===== config.mk =====
export PLATFORM = sky130hd
export DESIGN_NAME = control_semafor
export DESIGN_NICKNAME = d
export VERILOG_FILES = /design/src/rtl/control_semafor.sv
export SDC_FILE = /design/constraint.sdc
export NUM_CORES = 1
export LEC_CHECK = 0
export ABC_AREA = 1
export CORE_MARGIN = 4
export CORE_UTILIZATION = 30
export CTS_CLUSTER_DIAMETER = 150
export CTS_CLUSTER_SIZE = 28
export DETAILED_ROUTE_END_ITERATION = 6
export DONT_BUFFER_PORTS = 1
export HOLD_SLACK_MARGIN = 0.08
export MAX_ROUTING_LAYER = met4
export PLACE_DENSITY = 0.47
export RECOVER_POWER = 25
export REMOVE_ABC_BUFFERS = 1
export SYNTH_ARGS = -nofsm -noshare
export SYNTH_HDL_FRONTEND = slang
export SYNTH_SLANG_ARGS = --single-unit

===== constraint.sdc =====
create_clock -name clk -period 2.2 [get_ports clk]
set_input_delay 0.11 -clock clk [delete_from_list [all_inputs] [get_ports clk]]
set_output_delay 0.11 -clock clk [all_outputs]
set_load 0.02 [all_outputs]

===== src/rtl/control_semafor.sv =====
// control_semafor
// ----------------
// Central sequencer of the traffic-light intersection. Rotates green phases
// NORD -> VEST -> SUD -> EST with an all-red clearance between phases, and
// falls back to blinking yellow on a night request or a phase timeout.
//
// Ports:
//   clk            system clock, all state changes on the rising edge
//   rst            asynchronous reset, active-high
//   tick           one-clk-wide timebase enable pulse
//   noapte         night-mode request (level)
//   ready_N/V/S/E  phase-complete flags from the direction modules
//   stare_semafor  registered phase code: 000 all-red, 001 N, 010 V,
//                  011 S, 100 E, 111 blinking yellow
//   eroare         sticky timeout fault flag
//   schimbare      one-cycle pulse on every entry into a direction phase
module control_semafor #(
    parameter int CLEAR_TICKS   = 2,
    parameter int TIMEOUT_TICKS = 40,
    parameter int CNT_W         = 6
) (
    input  logic       clk,
    input  logic       rst,
    input  logic       tick,
    input  logic       noapte,
    input  logic       ready_N,
    input  logic       ready_V,
    input  logic       ready_S,
    input  logic       ready_E,
    output logic [2:0] stare_semafor,
    output logic       eroare,
    output logic       schimbare
);

    typedef enum logic [1:0] {
        ST_CLEAR  = 2'd0,
        ST_PHASE  = 2'd1,
        ST_NOAPTE = 2'd2,
        ST_FAULT  = 2'd3
    } state_t;

    localparam logic [CNT_W-1:0] CLEAR_LAST   = CNT_W'(CLEAR_TICKS - 1);
    localparam logic [CNT_W-1:0] TIMEOUT_LAST = CNT_W'(TIMEOUT_TICKS - 1);

    state_t           state_q, state_d;
    logic [1:0]       ptr_q, ptr_d;
    logic [CNT_W-1:0] cnt_q, cnt_d;
    logic [3:0]       ready_q, ready_d;
    logic [2:0]       stare_q, stare_d;
    logic             eroare_q, eroare_d;
    logic             schimbare_q, schimbare_d;

    logic [3:0]       ready_vec;
    logic [3:0]       ready_rise;
    logic             accept;

    // Ready flags packed in pointer order (0=N, 1=V, 2=S, 3=E). Only the
    // active direction's rising edge counts, so a flag held high across a
    // phase entry must drop and rise again before it is accepted.
    always_comb begin
        ready_vec  = {ready_E, ready_S, ready_V, ready_N};
        ready_rise = ready_vec & ~ready_q;
        accept     = ready_rise[ptr_q];
    end

    // Next-state logic. The outputs are derived from the next state so that
    // the phase code, fault flag and change pulse all appear on the same edge
    // that takes the decision.
    always_comb begin
        state_d = state_q;
        ptr_d   = ptr_q;
        cnt_d   = cnt_q;
        ready_d = ready_vec;

        unique case (state_q)
            ST_CLEAR: begin
                if (tick) begin
                    if (cnt_q == CLEAR_LAST) begin
                        cnt_d   = '0;
                        state_d = noapte ? ST_NOAPTE : ST_PHASE;
                    end else begin
                        cnt_d = cnt_q + 1'b1;
                    end
                end
            end
            ST_PHASE: begin
                // Accept has priority over a coincident terminal tick.
                if (accept) begin
                    ptr_d   = ptr_q + 2'd1;
                    cnt_d   = '0;
                    state_d = noapte ? ST_NOAPTE : ST_CLEAR;
                end else if (tick) begin
                    if (cnt_q == TIMEOUT_LAST) begin
                        cnt_d   = '0;
                        state_d = ST_FAULT;
                    end else begin
                        cnt_d = cnt_q + 1'b1;
                    end
                end
            end
            ST_NOAPTE: begin
                cnt_d = '0;
                if (!noapte) begin
                    state_d = ST_CLEAR;
                end
            end
            ST_FAULT: begin
                state_d = ST_FAULT;
            end
            default: begin
                state_d = ST_CLEAR;
            end
        endcase

        unique case (state_d)
            ST_CLEAR:  stare_d = 3'b000;
            ST_PHASE:  stare_d = {1'b0, ptr_d} + 3'd1;
            default:   stare_d = 3'b111;
        endcase
        eroare_d    = (state_d == ST_FAULT);
        schimbare_d = (state_q == ST_CLEAR) && (state_d == ST_PHASE);
    end

    // State and output registers; reset returns everything, including the
    // sticky fault flag, to the power-up values.
    always_ff @(posedge clk or posedge rst) begin
        if (rst) begin
            state_q     <= ST_CLEAR;
            ptr_q       <= 2'd0;
            cnt_q       <= '0;
            ready_q     <= 4'b0000;
            stare_q     <= 3'b000;
            eroare_q    <= 1'b0;
            schimbare_q <= 1'b0;
        end else begin
            state_q     <= state_d;
            ptr_q       <= ptr_d;
            cnt_q       <= cnt_d;
            ready_q     <= ready_d;
            stare_q     <= stare_d;
            eroare_q    <= eroare_d;
            schimbare_q <= schimbare_d;
        end
    end

    assign stare_semafor = stare_q;
    assign eroare        = eroare_q;
    assign schimbare     = schimbare_q;

endmodule

==> results.ini, run 1 <==
[run_status]
outcome = completed

[synth]
syn_avg_cell_area_um2 = 7.56
yosys.cell_types.count = 22
netlist.area_leader.share = 0.395
synthesis.area_um2 = 1200
synth_area_leader_cell = dfrtp_1
synth-seq-area-share = 0.395
synth_edf_count = 0
syn_inst = 159
synth_ff_type = dfrtp_1
synthTopCellsByArea = dfrtp_1 40%, nand2_1 13%, ha_1 9.4%
ys_seq_elements = 19
yosysWarningCount = 0
async_reset_ff_frac = 1.00

[drt]
dr.pass1.iters = 4
drt_iter0_markers = 43
wl_per_cell_um = 10.4
routed_wl_um = 2240
vias_per_cell = 4.51
vias = 975
ant_nets = 0
remaining_drc_errors = 0

[floorplan]
core-area_um2 = 3770
rows = 22
die_w_um = 71.3
die_y_um = 71.3
start_util = 0.319
fp.dieArea_um2 = 5090
ios = 13

[timing]
setup_viol = 0
period_needed_ns = 1.86
setup_tns_ns = 0
finalHoldViolCount = 0
maxSlewHeadroom = 0.504
clock_skew_ns = 0.00335
rsz0062_at_grt = false
worstMarginPinSlew_ns = 0.744
maxClockFrequency_mhz = 538
slew_viol_final = 0
fin_crit_sh = 0.845

[global_routing]
grt_pass1_wl_um = 4330
grt.overflow.total = 0
track_usage = 0.108
grt_max_degree = 20
grt_pass1_vias = 962
grt_antenna_before_repair = 0

[clock_tree]
cts-buffers-inserted = 3
cts_root_buf = clkbuf_8
cts-hold-fix-buffers = 5
clock_path_buffers = 2
post-cts-setup-buffers = 0
numClockSinks = 19
htree_num_levels = 1
cts_tree = yes
postCtsResizedCells = 0
cts.reportedPaths.clkPinSlew_ns = 0.08
clock_latency_ns = 0.26

[worst_setup_path]
critical_path_arrival_ns = 2.01
ff2ff_setup_slack_ns = 0.34
endpoint_kind = flop
rr_startpoint = state_q[1]$_DFF_PP0_
critPathKind = flop to flop
crit_fanout = 5
cp-start-kind = flop
reg2reg_to = stare_semafor[1]$_DFF_PP0_
crit_required_ns = 2.35
reg2regPathDepth = 9

[flow_run]
cap_violations = 0

[worst_hold_path]
whs_path_depth = 3
hp-start = noapte
hold-path-endpoint = schimbare$_DFF_PP0_
hp-class = primary input to flop

[final_layout]
antenna_cells = 0
area_delta_synth_final_pct = 13.2
final_nets = 186
drive_gt1_frac = 0.149
num-fill-cells = 377
finalInstanceArea_um2 = 1360
utilization = 0.361

[pwr]
leakagePower_nw = 0.668
p_comb_frac = 0.041
p_switching_mw = 0.148
ir_drop_mv = 0.228
p_int_mw = 0.490
share_seq_of_total_power = 0.554
power_switching_share = 0.231
clock_power_share = 0.405
power_density_nw_per_um2 = 469

[placement]
dpl_cell_area_um2 = 1260
gp_congestion = 0.884
portBuffers = 0
dp_hpwl_um = 1790

[synthesized netlist by cell type, types with 2 or more instances]
| cell | number |
|---|---|
| inv_2 | 5 |
| nand4_1 | 5 |
| a21oi_1 | 4 |
| nand2_4 | 2 |
| nand2_1 | 43 |
| nor2_2 | 4 |
| inv_1 | 24 |
| ha_1 | 9 |
| o21ai_0 | 4 |
| nor2_1 | 13 |
| nand3_1 | 11 |
| dfrtp_1 | 19 |
| nand2_2 | 6 |
| o21ai_1 | 2 |
[how the worst max path moves through the flow]
stage                                  to  slack, ns  cells past startpoint                  from
6_report       stare_semafor[1]$_DFF_PP0_       0.34                      9  state_q[1]$_DFF_PP0_
5_1_grt        stare_semafor[1]$_DFF_PP0_       0.16                      9  state_q[1]$_DFF_PP0_
4_1_cts        stare_semafor[1]$_DFF_PP0_       0.32                      9  state_q[1]$_DFF_PP0_
3_5_place_dp   stare_semafor[1]$_DFF_PP0_       0.34                      9  state_q[1]$_DFF_PP0_
3_3_place_gp   stare_semafor[1]$_DFF_PP0_       0.37                      9  state_q[1]$_DFF_PP0_
2_1_floorplan  stare_semafor[1]$_DFF_PP0_       0.49                      9  state_q[1]$_DFF_PP0_
[stage by stage]
| stage | power (mW) | setup slack (ns) | instances | hold slack (ns) |
|---|---|---|---|---|
| floorplan | 0.377 | 0.493 | 159 | 0.0611 |
| global placement | 0.381 | 0.368 | 207 | 0.142 |
| detailed placement | 0.381 | 0.339 | 207 | 0.142 |
| CTS | 0.652 | 0.315 | 216 | 0.133 |
| global route | 0.671 | 0.162 | 216 | 0.149 |
| finish | 0.638 | 0.340 | 216 | 0.143 |
[state kept, by name, indices dropped and copies added, names as in the netlist]
register       flops
stare_semafor      3
eroare             1
ready_q            4
cnt_q              6
ptr_q              2
state_q            2
schimbare          1
[cell usage in the layout (no fill, tap or decap)]
cell / count
nand2_1: 43
inv_1: 24
dfrtp_1: 19
nor2_1: 13
nand3_1: 11
ha_1: 9
nand2_2: 6
inv_2: 5
nand4_1: 5
dlygate4sd3_1: 5
a21oi_1: 4
nor2_2: 4
o21ai_0: 4
clkbuf_8: 3
nand2_4: 2
o21ai_1: 2
nand3_4: 1
nand3b_1: 1
inv_4: 1
xor2_1: 1
nand3_2: 1
nor2_4: 1
o211ai_1: 1
nor3_1: 1
clkinvlp_4: 1
[layer usage]
layer | share of wire | GRT usage
met5 | 0 | -
met4 | 0.010 | 0.0313
met3 | 0.040 | 0.0295
met2 | 0.47 | 0.165
met1 | 0.48 | 0.140
[power by group through the flow]
stage,logic (mW),registers [mW],clock network (mW)
floorplan,0.0163,0.360,0
global placement,0.0202,0.360,0
detailed placement,0.0206,0.360,0
CTS,0.0275,0.353,0.272
global route,0.0318,0.354,0.285
finish,0.0264,0.353,0.258
[worst max-delay path, cell delays in order (launching register included)]
cell,delay (ns)
dfrtp_1,0.42
inv_1,0.15
ha_1,0.30
nand2_1,0.10
nor2_1,0.12
xor2_1,0.20
inv_1,0.08
ha_1,0.27
nand2_1,0.06
nand2_1,0.04
[logic make-up after synthesis]
group / count (synthesis) / synth area share
buffers and inverters: 30 / 0.0957
AOI/OAI and AO/OA: 11 / 0.0479
xor gates and xnor gates: 1 / 0.00729
and+or+nand+nor: 89 / 0.360
adders and majority gates: 9 / 0.0937
DFF: 19 / 0.395
[final cells by class]
class / count / area [µm²] / share of cell area
repair buffers: 5 / 50.0 / 0.0368
clock inverters: 1 / 7.51 / 0.00551
well taps: 48 / 60.1 / 0.0441
clock buffers: 3 / 41.3 / 0.0303
multi-input cells: 110 / 612 / 0.449
flip-flops and latches: 19 / 475 / 0.349
inverters: 30 / 115 / 0.0846
Power figures use the tool's default switching activity.
==> run 2: changes to the inputs <==
- PLACE_DENSITY: 0.47 -> 0.48
- clock period: 2.2 -> 1.64 ns (I/O delays scaled with it)
==> run 2 against run 1 <==
  * The flow now finishes with violations (setup timing)
  * Register-to-register slack got worse by 0.37 ns
  * Critical path type unchanged
  * Highest routed layer unchanged
  * Fmax grew 11%
  * First-iteration DRC count rose by 9.3%
  * Total power is 36% higher
  * Largest cell class unchanged
  * Worst setup slack worse by 0.37 ns
  * Critical endpoint unchanged
  * Routed wire length rose by 21%
  * Via count up 11%
==> results.ini, run 2 (synthesized netlist as in run 1, its figures left out) <==
[clock_tree]
numClockSinks = 19  ; unchanged
cts-buffers-inserted = 3  ; unchanged
cts_tree = yes
htree_num_levels = 1  ; unchanged
clock_path_buffers = 2  ; unchanged
clock_latency_ns = 0.26  ; about the same
cts.reportedPaths.clkPinSlew_ns = 0.08  ; about the same
cts_root_buf = clkbuf_8

[drt]
wl_per_cell_um = 11.2  ; +8.1%
remaining_drc_errors = 0  ; unchanged
routed_wl_um = 2710  ; +21%
ant_nets = 0  ; unchanged
vias_per_cell = 4.48  ; -0.81%
dr.pass1.iters = 4  ; unchanged
drt_iter0_markers = 47  ; +9.3%
vias = 1079  ; +11%

[placement]
dpl.cell_count = 220  ; +6.3%
portBuffers = 0  ; unchanged
gp_congestion = 0.760  ; -14%
dp_hpwl_um = 1970  ; +10%

[timing]
setup_tns_ns = -0.0335  ; -0.0335 ns
worstMarginPinSlew_ns = 0.754  ; +0.0103 ns
finalHoldViolCount = 0  ; unchanged
setup_viol = 1  ; +1
fin_crit_sh = 1.02  ; +0.175
slew_viol_final = 0  ; unchanged
clock_skew_ns = 0.00271  ; -0.000647 ns
fin_ws_ns = -0.0335  ; -0.374 ns
rsz0062_at_grt = true
period_needed_ns = 1.67  ; -0.186 ns
maxClockFrequency_mhz = 598  ; +11%
maxSlewHeadroom = 0.497  ; -0.00687

[pwr]
share_seq_of_total_power = 0.547  ; -0.007
p_int_mw = 0.662  ; +35%
p_total_mw = 0.867  ; +36%
clock_power_share = 0.406  ; about the same
power_switching_share = 0.237  ; +0.00551
power_density_nw_per_um2 = 530  ; +13%
p_switching_mw = 0.205  ; +39%
leakagePower_nw = 0.799  ; +20%
ir_drop_mv = 0.511  ; +120%
p_comb_frac = 0.047  ; +0.006

[floorplan]
rows = 22  ; unchanged
ios = 13  ; unchanged
start_util = 0.319  ; unchanged
core-area_um2 = 3770  ; unchanged
fp.dieArea_um2 = 5090  ; unchanged
die_y_um = 71.3  ; unchanged
die_w_um = 71.3  ; unchanged

[worst_setup_path]
ff2ff_setup_slack_ns = -0.03  ; -0.37 ns
reg2regPathDepth = 12  ; +3
crit_fanout = 4  ; -1
cp-start-kind = flop
slowest_stage = dfrtp_1
critPathKind = flop to flop
crit_required_ns = 1.80  ; -0.55 ns
critical_path_arrival_ns = 1.83  ; -0.18 ns
path_delay_family = flip-flops
endpoint_kind = flop
reg2reg_to = stare_semafor[1]$_DFF_PP0_
cp_cell_sequence = inv_2 > nor2_2 > nand2_1 > nand2_2 > inv_2 > nand2_2 > nor2_4 > xor2_2 > inv_2 > ha_1 > nand2_1 > nand2_1
crit_buf_inv = 3  ; +1
rr_startpoint = ptr_q[1]$_DFF_PP0_
slowest_delay_ns = 0.45  ; +0.03 ns

[global_routing]
track_usage = 0.113  ; +0.00446
grt_max_degree = 20  ; unchanged
grt_pass1_vias = 1026  ; +6.7%
use_met3 = 0.0323  ; +0.00281
grt.overflow.total = 0  ; unchanged
grt_antenna_before_repair = 0  ; unchanged
gr-max-usage-layer = met2
gr-usage-met2 = 0.188  ; +0.0224
grtUsageMet1 = 0.135  ; -0.00527
grt_pass1_wl_um = 4480  ; +3.3%

[final_layout]
layout.cells.non_filler = 241  ; +12%
top_register = cnt_q
num-fill-cells = 367  ; -2.7%
antenna_cells = 0  ; unchanged
mostFrequentLayoutCells = 37 x nand2_1, 23 x buf_4, 21 x inv_1
final_nets = 211  ; +13%
layout_commonest_cell = nand2_1
area_delta_synth_final_pct = 36.1
drive_gt1_frac = 0.363  ; +0.214
largest_reg_flops = 6  ; unchanged

[run_status]
failed_checks = setup timing
outcome = finished, violations left

[worst_hold_path]
hp-class = primary input to flop
hp-start = noapte
whs_path_depth = 3  ; unchanged
hold-path-endpoint = schimbare$_DFF_PP0_

[flow_run]
cap_violations = 0  ; unchanged

run 2: cell types whose count changed in the layout (fill, tap and decap cells not counted), moves of 2 or more:
cell / delta
a21oi_1: -2
a21oi_2: +2
buf_4: +23
buf_6: +2
inv_1: -3
inv_2: +3
nand2_1: -6
nand2_2: +5
nor2_1: -4
nor2_2: +2
nor2_4: +2
run 2: per-layer routing:
| layer | up-vias | share of wire |
|---|---|---|
| met4 | 0 | 0.0078 |
| met5 | - | 0 |
| met1 | 499 | 0.44 |
| li1 | 561 | - |
| met3 | 4 | 0.042 |
| met2 | 15 | 0.51 |
run 2: stage by stage:
step	hold slack (ns)	instance area (µm²)	worst slack, ns	utilization
after floorplan	0.0331	1200	-0.0670	-
after global placement	0.114	1360	0.0223	0.361
after detailed placement	0.114	1360	-0.0337	0.361
after CTS	0.105	1490	-0.0340	0.395
after global routing	0.171	1640	-0.146	0.434
final	0.139	1640	-0.0335	0.434
run 2: how the worst max path moves through the flow:
stage	startpoint	slack, ns	endpoint	cells after the start
final	ptr_q[1]$_DFF_PP0_	-0.03	stare_semafor[1]$_DFF_PP0_	12
after global routing	ptr_q[1]$_DFF_PP0_	-0.15	stare_semafor[1]$_DFF_PP0_	12
after CTS	ptr_q[1]$_DFF_PP0_	-0.03	stare_semafor[1]$_DFF_PP0_	12
after detailed placement	ptr_q[1]$_DFF_PP0_	-0.03	stare_semafor[1]$_DFF_PP0_	12
after global placement	ptr_q[0]$_DFF_PP0_	0.02	stare_semafor[1]$_DFF_PP0_	12
after floorplan	state_q[1]$_DFF_PP0_	-0.07	stare_semafor[1]$_DFF_PP0_	9
run 2: cell type report:
cell class | count | area (µm²) | area share
Tap cell | 48 | 60.1 | 0.0367
Inverter | 30 | 115 | 0.0703
Clock buffer | 3 | 41.3 | 0.0252
Timing Repair Buffer | 30 | 245 | 0.150
Clock inverter | 1 | 7.51 | 0.00459
Multi-Input combinational cell | 110 | 692 | 0.423
Sequential cell | 19 | 475 | 0.291
run 2: worst reg2reg max path, stage by stage (launching register included):
cell     delay [ns]
dfrtp_1        0.45
inv_2          0.09
nor2_2         0.03
nand2_1        0.07
nand2_2        0.06
inv_2          0.08
nand2_2        0.07
nor2_4         0.10
xor2_2         0.17
inv_2          0.06
ha_1           0.28
nand2_1        0.06
nand2_1        0.05
run 2: timing repair:
| item | 4_1_cts | 5_1_grt |
|---|---|---|
| endpoints found under the setup margin | 1 | 10 |
| setup buffers | 3 | 11 |
| hold buffers | 5 | 0 |
| pin swaps | 3 | 14 |
| gates resized for setup | 4 | 23 |
| endpoints found under the hold margin | 23 | 0 |
run 2: power by group through the flow:
stage | logic (mW) | registers [mW] | clock network, mW
6_report | 0.0405 | 0.474 | 0.352
5_1_grt | 0.0471 | 0.475 | 0.396
4_1_cts | 0.0409 | 0.474 | 0.368
3_5_place_dp | 0.0314 | 0.484 | 0
3_3_place_gp | 0.0309 | 0.483 | 0
2_1_floorplan | 0.0219 | 0.483 | 0
